==> src/rtl/ctrl_pkg.sv <==
// Shared types and constants for the multi-cycle control sequencer.
// The ALU-op codes are 3 bits wide and are zero-extended to the ALUOp port width at the top level.
package ctrl_pkg;

  typedef enum logic [1:0] {
    MATH   = 2'b00,
    COND   = 2'b01,
    ASSIGN = 2'b10,
    VALUES = 2'b11
  } type_e;

  typedef enum logic [2:0] {
    IDLE   = 3'd0,
    FETCH  = 3'd1,
    DECODE = 3'd2,
    EXEC   = 3'd3,
    MEM    = 3'd4,
    DONE   = 3'd5
  } state_e;

  localparam logic [2:0] ALU_SUB   = 3'b001;
  localparam logic [2:0] ALU_PASS  = 3'b111;
  localparam logic [2:0] SUB_LOAD  = 3'b000;
  localparam logic [2:0] SUB_STORE = 3'b001;

  // Controls latched at DECODE and held for the rest of the instruction.
  typedef struct packed {
    logic [2:0] alu_op;
    logic       branch;
    logic       jump;
    logic       mem_to_reg;
    logic       mem_write;
    logic       alu_src;
    logic       reg_write;
  } ctrl_s;

  function automatic logic cond_taken(input logic [1:0] cond, input logic zero, input logic neg);
    logic taken;
    case (cond)
      2'b00:   taken = zero;
      2'b01:   taken = !zero;
      2'b10:   taken = neg;
      default: taken = !neg;
    endcase
    return taken;
  endfunction

endpackage

==> src/rtl/ctrl_decode.sv <==
// Combinational instruction decoder: maps an instruction word to the held
// control set plus memory/halt classification and the branch condition code.
module ctrl_decode
  import ctrl_pkg::*;
#(
  parameter int IW = 9
) (
  input  logic [IW-1:0] i_instr,
  output ctrl_s         o_ctrl,
  output logic          o_is_mem,
  output logic          o_is_halt,
  output logic [1:0]    o_cond
);

  type_e      w_type;
  logic [2:0] w_sub_op;

  assign w_type   = type_e'(i_instr[IW-1:IW-2]);
  assign w_sub_op = i_instr[IW-3:IW-5];

  always_comb begin
    o_ctrl    = '0;
    o_is_mem  = 1'b0;
    o_is_halt = &i_instr;
    o_cond    = i_instr[IW-3:IW-4];
    case (w_type)
      MATH: begin
        o_ctrl.alu_op    = w_sub_op;
        o_ctrl.reg_write = 1'b1;
      end
      COND: begin
        o_ctrl.alu_op = ALU_SUB;
        o_ctrl.branch = 1'b1;
      end
      ASSIGN: begin
        if (w_sub_op == SUB_LOAD) begin
          o_ctrl.mem_to_reg = 1'b1;
          o_ctrl.reg_write  = 1'b1;
          o_is_mem          = 1'b1;
        end else if (w_sub_op == SUB_STORE) begin
          o_ctrl.mem_write = 1'b1;
          o_is_mem         = 1'b1;
        end else begin
          o_ctrl.alu_op    = ALU_PASS;
          o_ctrl.reg_write = 1'b1;
        end
      end
      default: begin
        // VALUES: the bit below the type field selects jmp over mov.
        if (i_instr[IW-3]) begin
          o_ctrl.branch = 1'b1;
          o_ctrl.jump   = 1'b1;
        end else begin
          o_ctrl.alu_src   = 1'b1;
          o_ctrl.alu_op    = ALU_PASS;
          o_ctrl.reg_write = 1'b1;
        end
      end
    endcase
  end

endmodule

==> src/rtl/ctrl_fsm.sv <==
// Multi-cycle sequencer: FETCH/DECODE/EXEC/MEM phases, branch resolution,
// memory wait states, stall handling, halt, and a saturating retired-instruction counter.
module ctrl_fsm
  import ctrl_pkg::*;
#(
  parameter int IW      = 9,
  parameter int OPW     = 3,
  parameter int MEM_LAT = 2,
  parameter int CNTW    = 16
) (
  input  logic            Clk,
  input  logic            Reset,
  input  logic            Start,
  input  logic            Stall,
  input  logic [IW-1:0]   Instr,
  input  logic            Zero,
  input  logic            Neg,
  output logic            IRWrite,
  output logic            PCWrite,
  output logic            PCSrc,
  output logic            RegDst,
  output logic            Branch,
  output logic            MemtoReg,
  output logic            MemWrite,
  output logic            ALUSrc,
  output logic            RegWrite,
  output logic [OPW-1:0]  ALUOp,
  output logic            Done,
  output logic [CNTW-1:0] InstrCnt
);

  localparam int              WCW       = (MEM_LAT > 1) ? $clog2(MEM_LAT) : 1;
  localparam logic [WCW-1:0]  WAIT_LAST = WCW'(MEM_LAT - 1);

  state_e          r_state, w_state_next;
  logic [WCW-1:0]  r_wait, w_wait_next;
  ctrl_s           r_ctrl, w_ctrl_next;
  logic [1:0]      r_cond, w_cond_next;
  logic            r_is_mem, w_is_mem_next;
  logic [CNTW-1:0] r_cnt, w_cnt_next;

  ctrl_s      w_dec_ctrl;
  logic       w_dec_is_mem;
  logic       w_dec_is_halt;
  logic [1:0] w_dec_cond;

  logic w_ir, w_pcwrite, w_pcsrc, w_regwrite, w_memwrite;
  logic w_strobe_en;

  ctrl_decode #(
    .IW(IW)
  ) u_decode (
    .i_instr   (Instr),
    .o_ctrl    (w_dec_ctrl),
    .o_is_mem  (w_dec_is_mem),
    .o_is_halt (w_dec_is_halt),
    .o_cond    (w_dec_cond)
  );

  // A stalled or resetting cycle must never emit a strobe.
  assign w_strobe_en = !Stall && !Reset;

  always_comb begin
    w_state_next  = r_state;
    w_wait_next   = r_wait;
    w_ctrl_next   = r_ctrl;
    w_cond_next   = r_cond;
    w_is_mem_next = r_is_mem;
    w_ir          = 1'b0;
    w_pcwrite     = 1'b0;
    w_pcsrc       = 1'b0;
    w_regwrite    = 1'b0;
    w_memwrite    = 1'b0;

    case (r_state)
      IDLE, DONE: begin
        if (Start) w_state_next = FETCH;
      end
      FETCH: begin
        w_ir         = 1'b1;
        w_state_next = DECODE;
      end
      DECODE: begin
        if (w_dec_is_halt) begin
          w_ctrl_next   = '0;
          w_is_mem_next = 1'b0;
          w_state_next  = DONE;
        end else begin
          w_ctrl_next   = w_dec_ctrl;
          w_cond_next   = w_dec_cond;
          w_is_mem_next = w_dec_is_mem;
          w_state_next  = EXEC;
        end
      end
      EXEC: begin
        if (r_is_mem) begin
          w_wait_next  = '0;
          w_state_next = MEM;
        end else begin
          w_pcwrite    = 1'b1;
          w_regwrite   = r_ctrl.reg_write;
          w_pcsrc      = r_ctrl.branch && (r_ctrl.jump || cond_taken(r_cond, Zero, Neg));
          w_state_next = FETCH;
        end
      end
      MEM: begin
        w_memwrite = r_ctrl.mem_write && (r_wait == '0);
        if (r_wait == WAIT_LAST) begin
          w_pcwrite    = 1'b1;
          w_regwrite   = r_ctrl.reg_write;
          w_state_next = FETCH;
        end else begin
          w_wait_next = r_wait + 1'b1;
        end
      end
      default: w_state_next = IDLE;
    endcase

    // Stall freezes every piece of state; strobes are masked below.
    if (Stall) begin
      w_state_next  = r_state;
      w_wait_next   = r_wait;
      w_ctrl_next   = r_ctrl;
      w_cond_next   = r_cond;
      w_is_mem_next = r_is_mem;
    end
  end

  always_comb begin
    w_cnt_next = r_cnt;
    if (w_pcwrite && w_strobe_en && !(&r_cnt)) w_cnt_next = r_cnt + 1'b1;
  end

  always_ff @(posedge Clk) begin
    if (Reset) begin
      r_state  <= IDLE;
      r_wait   <= '0;
      r_ctrl   <= '0;
      r_cond   <= '0;
      r_is_mem <= 1'b0;
      r_cnt    <= '0;
    end else begin
      r_state  <= w_state_next;
      r_wait   <= w_wait_next;
      r_ctrl   <= w_ctrl_next;
      r_cond   <= w_cond_next;
      r_is_mem <= w_is_mem_next;
      r_cnt    <= w_cnt_next;
    end
  end

  assign IRWrite  = w_ir && w_strobe_en;
  assign PCWrite  = w_pcwrite && w_strobe_en;
  assign PCSrc    = w_pcsrc && w_strobe_en;
  assign RegWrite = w_regwrite && w_strobe_en;
  assign MemWrite = w_memwrite && w_strobe_en;
  assign RegDst   = 1'b0;
  assign Branch   = r_ctrl.branch;
  assign MemtoReg = r_ctrl.mem_to_reg;
  assign ALUSrc   = r_ctrl.alu_src;
  assign ALUOp    = OPW'(r_ctrl.alu_op);
  assign Done     = (r_state == DONE);
  assign InstrCnt = r_cnt;

endmodule

==> config.mk <==
export PLATFORM = sky130hd
export DESIGN_NAME = ctrl_fsm
export DESIGN_NICKNAME = d
export VERILOG_FILES = /design/src/rtl/ctrl_pkg.sv /design/src/rtl/ctrl_decode.sv /design/src/rtl/ctrl_fsm.sv
export SDC_FILE = /design/constraint.sdc
export NUM_CORES = 1
export LEC_CHECK = 0
export ABC_CLOCK_PERIOD_IN_PS = 4200
export BUFFER_PORTS_ARGS = -buffer_cell sky130_fd_sc_hd__buf_2
export CORE_AREA = 2 2 81 83
export DETAILED_ROUTE_END_ITERATION = 6
export DIE_AREA = 0 0 83 85
export PLACE_DENSITY = 0.56
export SLEW_MARGIN = 30
export SYNTH_ARGS = -nofsm -noshare
export SYNTH_HDL_FRONTEND = slang
export SYNTH_SLANG_ARGS = --single-unit
==> constraint.sdc <==
create_clock -name Clk -period 4.2 [get_ports Clk]
set_input_delay 0.63 -clock Clk [delete_from_list [all_inputs] [get_ports Clk]]
set_output_delay 0.63 -clock Clk [all_outputs]
set_load 0.02 [all_outputs]
## Yosys cells after proc, flatten, opt, wreduce, memory -nomap -nowiden

Index checks and enable logic that the tools add are counted.

| storage, ports and cells | value |
|---|---|
| logic and storage cells | 100 |
| bits of input ports | 15 |
| output and inout bits | 29 |
| flip-flop bits (word level) | 32 |

| operators by class | value |
|---|---|
| add/subtract/negate cells | 2 |
| equal/unequal tests | 13 |
| multiplexer cells | 41 |
| reduce and logical (&&, ||, !) cells | 29 |
| bitwise gates (word level) | 3 |

Operator list:

| kind | number |
|---|---|
| $mux W1 | 22 |
| $mux W3 | 7 |
| $add A16 B1 Y16 const B | 1 |
| $reduce_and A16 Y1 | 1 |
| $pmux W3 S5 | 1 |
| $logic_and A1 B1 Y1 | 9 |
| $mux W9 | 1 |
| $pmux W3 S3 | 1 |
| $reduce_and A3 Y1 | 3 |
| $reduce_and A9 Y1 | 1 |
| $pmux W1 S2 | 4 |
| $eq A3 B1 Y1 const B | 2 |
| $eq A3 B2 Y1 const B | 2 |
| $eq A3 B3 Y1 const B | 2 |
| $logic_not A3 Y1 | 2 |
| $mux W2 | 3 |
| $ne A2 B2 Y1 const B | 3 |
| $pmux W1 S3 | 2 |
| $logic_not A1 Y1 | 5 |
| $eq A2 B1 Y1 const B | 2 |
| $eq A2 B2 Y1 const B | 2 |
| $logic_not A2 Y1 | 2 |
| $reduce_or A2 Y1 | 2 |
| $not A1 Y1 | 3 |
| other kinds (5) | 5 |

## Logic depth before layout (Yosys ltp)

| logic depth | value |
|---|---|
| depth in word-level cells | 9 |
| depth in mapped cells | 7 |
| depth with buffers taken out | 5 |

## By module

Synthesis repeated with hierarchy kept, for this count alone.

| unflattened totals | value |
|---|---|
| cells, all modules | 229 |
| area total of the unflattened synthesis | 1940.6 um2 |

By module, submodules not included:

| module | sequential area each (um2) | area an instance (um2) | cells each | times used |
|---|---|---|---|---|
| ctrl_fsm | 640.6 | 1779.2 | 206 | 1 |
| ctrl_decode | 0.0 | 161.4 | 23 | 1 |

## Worst setup path after synthesis

No wires, ideal clock.

| timing path | value |
|---|---|
| path type | input to output |
| from | in Reset |
| to | out MemWrite |
| buffers on the path | 1 |
| stages on the path | 2 |
| data required time | 3.570 ns |
| arrival time | 1.545 ns |
| setup slack | 2.025 ns |
| cell sequence | clkbuf_1 -> nor4_1 |

| between the ends | value |
|---|---|
| longest elaborated chain between the ends | 3 |

Ends and longest elaborated chain:

| item | line | RTL |
|---|---|---|
| start, declared | ctrl_fsm.sv:12 | `input logic Reset,` |
| $logic_not A1 Y1 | ctrl_fsm.sv:61 | `assign w_strobe_en = !Stall && !Reset;` |
| $logic_and A1 B1 Y1 | ctrl_fsm.sv:61 |  |
| $logic_and A1 B1 Y1 | ctrl_fsm.sv:156 | `assign MemWrite = w_memwrite && w_strobe_en;` |
| end, declared | ctrl_fsm.sv:24 | `output logic MemWrite,` |

No other way between the ends.

## Worst setup path in the final report

| timing path | value |
|---|---|
| from | reg r_state[0] |
| to | out RegWrite |

| between the ends | value |
|---|---|
| longest elaborated chain between the ends | 3 |
| elaborated cells between the ends (all ways) | 4 |
| classes of those cells | 2 x eq/ne; 1 x mux; 1 x reduce/logical |

Ends and longest elaborated chain:

| item | line | RTL |
|---|---|---|
| start, declared | ctrl_fsm.sv:35 | `state_e r_state, w_state_next;` |
| start signal, assigned | ctrl_fsm.sv:143 | `r_state <= w_state_next;` |
| $eq A3 B3 Y1 / $eq A3 B2 Y1 (equally long branches) | ctrl_fsm.sv:75 | `case (r_state)` |
| $pmux W1 S2 (*) | ctrl_fsm.sv:75 |  |
| $logic_and A1 B1 Y1 (*) | ctrl_fsm.sv:155 | `assign RegWrite = w_regwrite && w_strobe_en;` |
| end, declared | ctrl_fsm.sv:26 | `output logic RegWrite,` |

Every way passes the cells marked *; elsewhere a longest branch is shown, timed or not.

==> qor.csv <==
stage;metric;value;unit
cells_and_area;final-layout fill cell count;656;
cells_and_area;Area growth syn-to-layout;19.3;%
setup_path;critical-path cell with the highest stage delay;sky130_fd_sc_hd__dfxtp_1;
sta;final setup violation count;0;
power_and_ir_drop;part of the power in combinational logic;0.065;
yosys;number of warnings reported in the yosys synthesis log;0;
yosys;syn nets;237;
sta;setup repair after global routing missed its margin;no;
clocking;TritonCTS buffer count;5;
place;half-perimeter wire length after detailed placement;3180;um
clocking;CTS Hold Bufs;0;
power_and_ir_drop;Switching Power;0.000152;W
setup_path;RR Startpoint;r_state[0]$_SDFFE_PP0P_;
sta;slew of the pin with the lowest slew margin;0.685;ns
clocking;clock latency reported for the late side of the worst-skew pair;0.29;ns
cells_and_area;footprint of the flip-flops and latches;641;um^2
clocking;clock-pin slew on the worst setup and hold paths;0.07;ns
floorplanning;Die Footprint;7060;um^2
hold_path;hold path cells;2;
yosys;share of synthesized registers carrying an async set or reset;0;
detailed_routing;aggregate routed wire length;4460;um
floorplanning;die width;83;um
yosys;adder and majority gate portion of the synthesized area;0.00703;
yosys;mean instance size in the synthesized netlist;8.05;um^2
yosys;main combinational cell family by area after synthesis;simple AND/OR/NAND/NOR gates;
flow_run;max-capacitance violation count;0;
power_and_ir_drop;internal power component;0.000532;W
clocking;CTS root buf;sky130_fd_sc_hd__clkbuf_8;
yosys;synth top area cells;sky130_fd_sc_hd__dfxtp_1 36%, sky130_fd_sc_hd__a21oi_1 6.5%, sky130_fd_sc_hd__nand2_1 4.4%;
setup_path;Largest stage delay, worst path;0.64;ns
cells_and_area;share of layout cells above drive strength 1;0.243;
clocking;post-cts repair resize count;0;
yosys;Cells after Synth;221;
outcome;status;completed;
setup_path;Critical Path End Type;primary output;
detailed_routing;1st-pass router iterations;4;
power_and_ir_drop;fraction of power consumed by sequential logic;0.454;
setup_path;arrival time at the worst endpoint;2.37;ns
sta;Final Hold Vio Count;0;
cells_and_area;Ant. Diodes;0;
clocking;htree depth;2;
hold_path;worst min-delay path startpoint;r_ctrl[0]$_SDFFE_PP0P_;
clocking;CTS tree;yes;
yosys;share of synthesized area spent on multiplexers;0.0246;
hold_path;hold worst-path end;r_ctrl[0]$_SDFFE_PP0P_;
power_and_ir_drop;highest ir drop seen on vdd;140;uV
detailed_routing;WL/cell;13.6;um
floorplanning;initial standard-cell utilization of the core;0.287;
detailed_routing;total DRC errors in the routed layout;0;
yosys;number of storage elements in the synthesis netlist;32;
yosys;post-synthesis sequential area ratio;0.360;
cells_and_area;post-route cell area;2120;um^2
floorplanning;die height;85;um
detailed_routing;via count;1793;
yosys;count of flip-flops with a built-in enable after synthesis;0;
global_routing;global router's overall resource usage;0.131;
setup_path;path depth of the worst reg2reg path;5;
sta;Achievable Freq;0.333;GHz
yosys;compound-cell area share of the yosys netlist;0.261;
yosys;cell type with the highest aggregate area in the netlist;sky130_fd_sc_hd__dfxtp_1;
power_and_ir_drop;Leak Pwr;0.810;nW
clocking;maximum buffer depth of the clock tree;2;
detailed_routing;initial drt markers;84;
yosys;top flip-flop cell by instance count after synthesis;sky130_fd_sc_hd__dfxtp_1;
yosys;fraction of synthesized cell area taken by the top area cell type;0.360;
setup_path;Crit Reg-Reg Endpoint;InstrCnt[1]$_SDFFE_PP0P_;
global_routing;number of antenna violations at the first check in global routing;0;
setup_path;internal reg-to-reg setup slack;2.16;ns
yosys;simple-gate share of the synthesized area;0.269;
yosys;XOR/XNOR Fraction of Synth Area;0.00492;
global_routing;first-pass GRT wire length;7660;um
sta;total negative setup slack;0;ns
setup_path;worst path required time;3.57;ns
sta;period utilisation layout;0.715;
setup_path;startpoint type of the worst setup path;register;
power_and_ir_drop;ratio of total power to cell area;322;nW/um^2
power_and_ir_drop;clock network power share;0.481;
power_and_ir_drop;Net Sw Frac;0.222;
floorplanning;Top Ports;44;
sta;Min Clock Period, post-route;3.00;ns
setup_path;critical-path cell list;and4bb_2, o21ai_2, inv_1, and3_1, buf_2;
floorplanning;Core Box Area;6200;um^2
detailed_routing;drt via density;5.47;
place;GPL Wtd Cong;0.798;
sta;Clock Skew;0.00623;ns
sta;max-slew violation total from the final report;0;
global_routing;overflow left after global routing;0;
place;number of input and output port buffers inserted;42;
global_routing;largest net degree at the start of global routing;33;
floorplanning;number of cell rows;29;
sta;Post-Route Hold Slack;0.452;ns
cells_and_area;footprint of the multi-input gates;1030;um^2
cells_and_area;# nets final;266;
yosys;Netlist cell types;47;
yosys;synthesized cell area;1780;um^2
sta;relative max-transition margin;0.544;
detailed_routing;number of nets with antenna violations after detailed routing;0;
clocking;Post-CTS Setup Inserts;0;
hold_path;worst hold-check path type;register to register;
setup_path;Max Fanout on Critical Path;20;
setup_path;worst setup path category;register to primary output;
place;total cell area at the placement stage;1990;um^2
clocking;clock net sink count;32;
global_routing;via count of the first global-routing pass;1638;
[worst max-delay path, delay by kind of cell (launching register included)]
family | cells | cell delay (ns)
compound gates | 1 | 0.54
flops | 1 | 0.64
simple gates | 2 | 0.54
buf+inv | 2 | 0.35
[layer usage]
layer / up-vias / global-route usage / part of all wire
li1: 900 / - / -
met3: 10 / 0.0340 / 0.063
met4: 0 / 0.0566 / 0.020
met1: 828 / 0.172 / 0.46
met5: - / 0 / 0
met2: 55 / 0.205 / 0.46
[cell usage in the layout (no fill, tap or decap), types with 5 or more instances in the layout]
| master | n |
|---|---|
| sky130_fd_sc_hd__buf_2 | 42 |
| sky130_fd_sc_hd__nand3_1 | 12 |
| sky130_fd_sc_hd__inv_1 | 5 |
| sky130_fd_sc_hd__nor2b_1 | 5 |
| sky130_fd_sc_hd__and3_1 | 5 |
| sky130_fd_sc_hd__o41ai_1 | 7 |
| sky130_fd_sc_hd__nand2_1 | 21 |
| sky130_fd_sc_hd__or3_1 | 5 |
| sky130_fd_sc_hd__o311ai_0 | 6 |
| sky130_fd_sc_hd__dfxtp_1 | 32 |
| sky130_fd_sc_hd__a21oi_1 | 23 |
| sky130_fd_sc_hd__nand4_1 | 5 |
| sky130_fd_sc_hd__nor2_1 | 12 |
| sky130_fd_sc_hd__clkbuf_8 | 7 |
| sky130_fd_sc_hd__o21ai_0 | 13 |
[cell usage after synthesis (all sizes together), types with 3 or more instances]
| cell | n |
|---|---|
| nor2b | 5 |
| nor2 | 12 |
| and3 | 5 |
| dfxtp | 32 |
| o211ai | 3 |
| o31ai | 3 |
| inv | 5 |
| clkbuf | 11 |
| nand2 | 21 |
| mux2 | 3 |
| a21oi | 23 |
| or4 | 3 |
| or3 | 5 |
| buf | 9 |
| nand3 | 12 |
| and4 | 4 |
| nand4 | 5 |
| o21ai | 14 |
| o22ai | 3 |
| nand2b | 3 |
| nor3 | 4 |
| o311ai | 6 |
| o41ai | 7 |
[sequential cells by signal, summed over array words and instances, names as in the netlist]
signal,flops
ALUOp,3
r_wait,1
r_state,3
MemtoReg,1
r_is_mem,1
ALUSrc,1
Branch,1
InstrCnt,16
r_ctrl,3
r_cond,2
[worst max-delay path by stage]
| stage | startpoint | end | depth (start not counted) |
|---|---|---|---|
| 6_report | r_state[0]$_SDFFE_PP0P_ | RegWrite | 5 |
| 5_1_grt | r_state[0]$_SDFFE_PP0P_ | RegWrite | 5 |
| 4_1_cts | r_state[0]$_SDFFE_PP0P_ | RegWrite | 5 |
| 3_5_place_dp | Reset | RegWrite | 6 |
| 3_3_place_gp | Reset | RegWrite | 6 |
| 2_1_floorplan | Reset | MemWrite | 2 |
[power groups by stage]
stage                     Sequential, W  Clock, W  Combinational, W
after floorplan                0.000315         0         0.0000319
after global placement         0.000317         0         0.0000439
after detailed placement       0.000317         0         0.0000441
after CTS                      0.000310  0.000335         0.0000443
after global routing           0.000311  0.000347         0.0000500
final                          0.000310  0.000329         0.0000447
[layout make-up]
cell class | instances | share of cell area
Clock buffer | 7 | 0.0454
Clock inverter | 1 | 0.0142
Inverter | 5 | 0.00884
Multi-Input combinational cell | 164 | 0.485
Sequential cell | 32 | 0.302
Tap cell | 77 | 0.0454
Timing Repair Buffer | 42 | 0.0991
[metrics by stage]
step	instances	setup slack, ns	util	total power [W]
detailed placement	320	1.41	0.320	0.000361
global route	328	1.00	0.342	0.000708
global placement	320	1.12	0.320	0.000361
floorplan	221	2.02	-	0.000346
CTS	328	1.20	0.341	0.000690
finish	328	1.20	0.342	0.000684
[logic make-up after synthesis]
| family | after synthesis |
|---|---|
| compound gates | 70 |
| xor+xnor | 1 |
| fa+ha+maj | 1 |
| buf+inv | 25 |
| flops | 32 |
| mux | 4 |
| other cells | 1 |
| simple gates | 87 |
(Power assumes the default switching activity.)
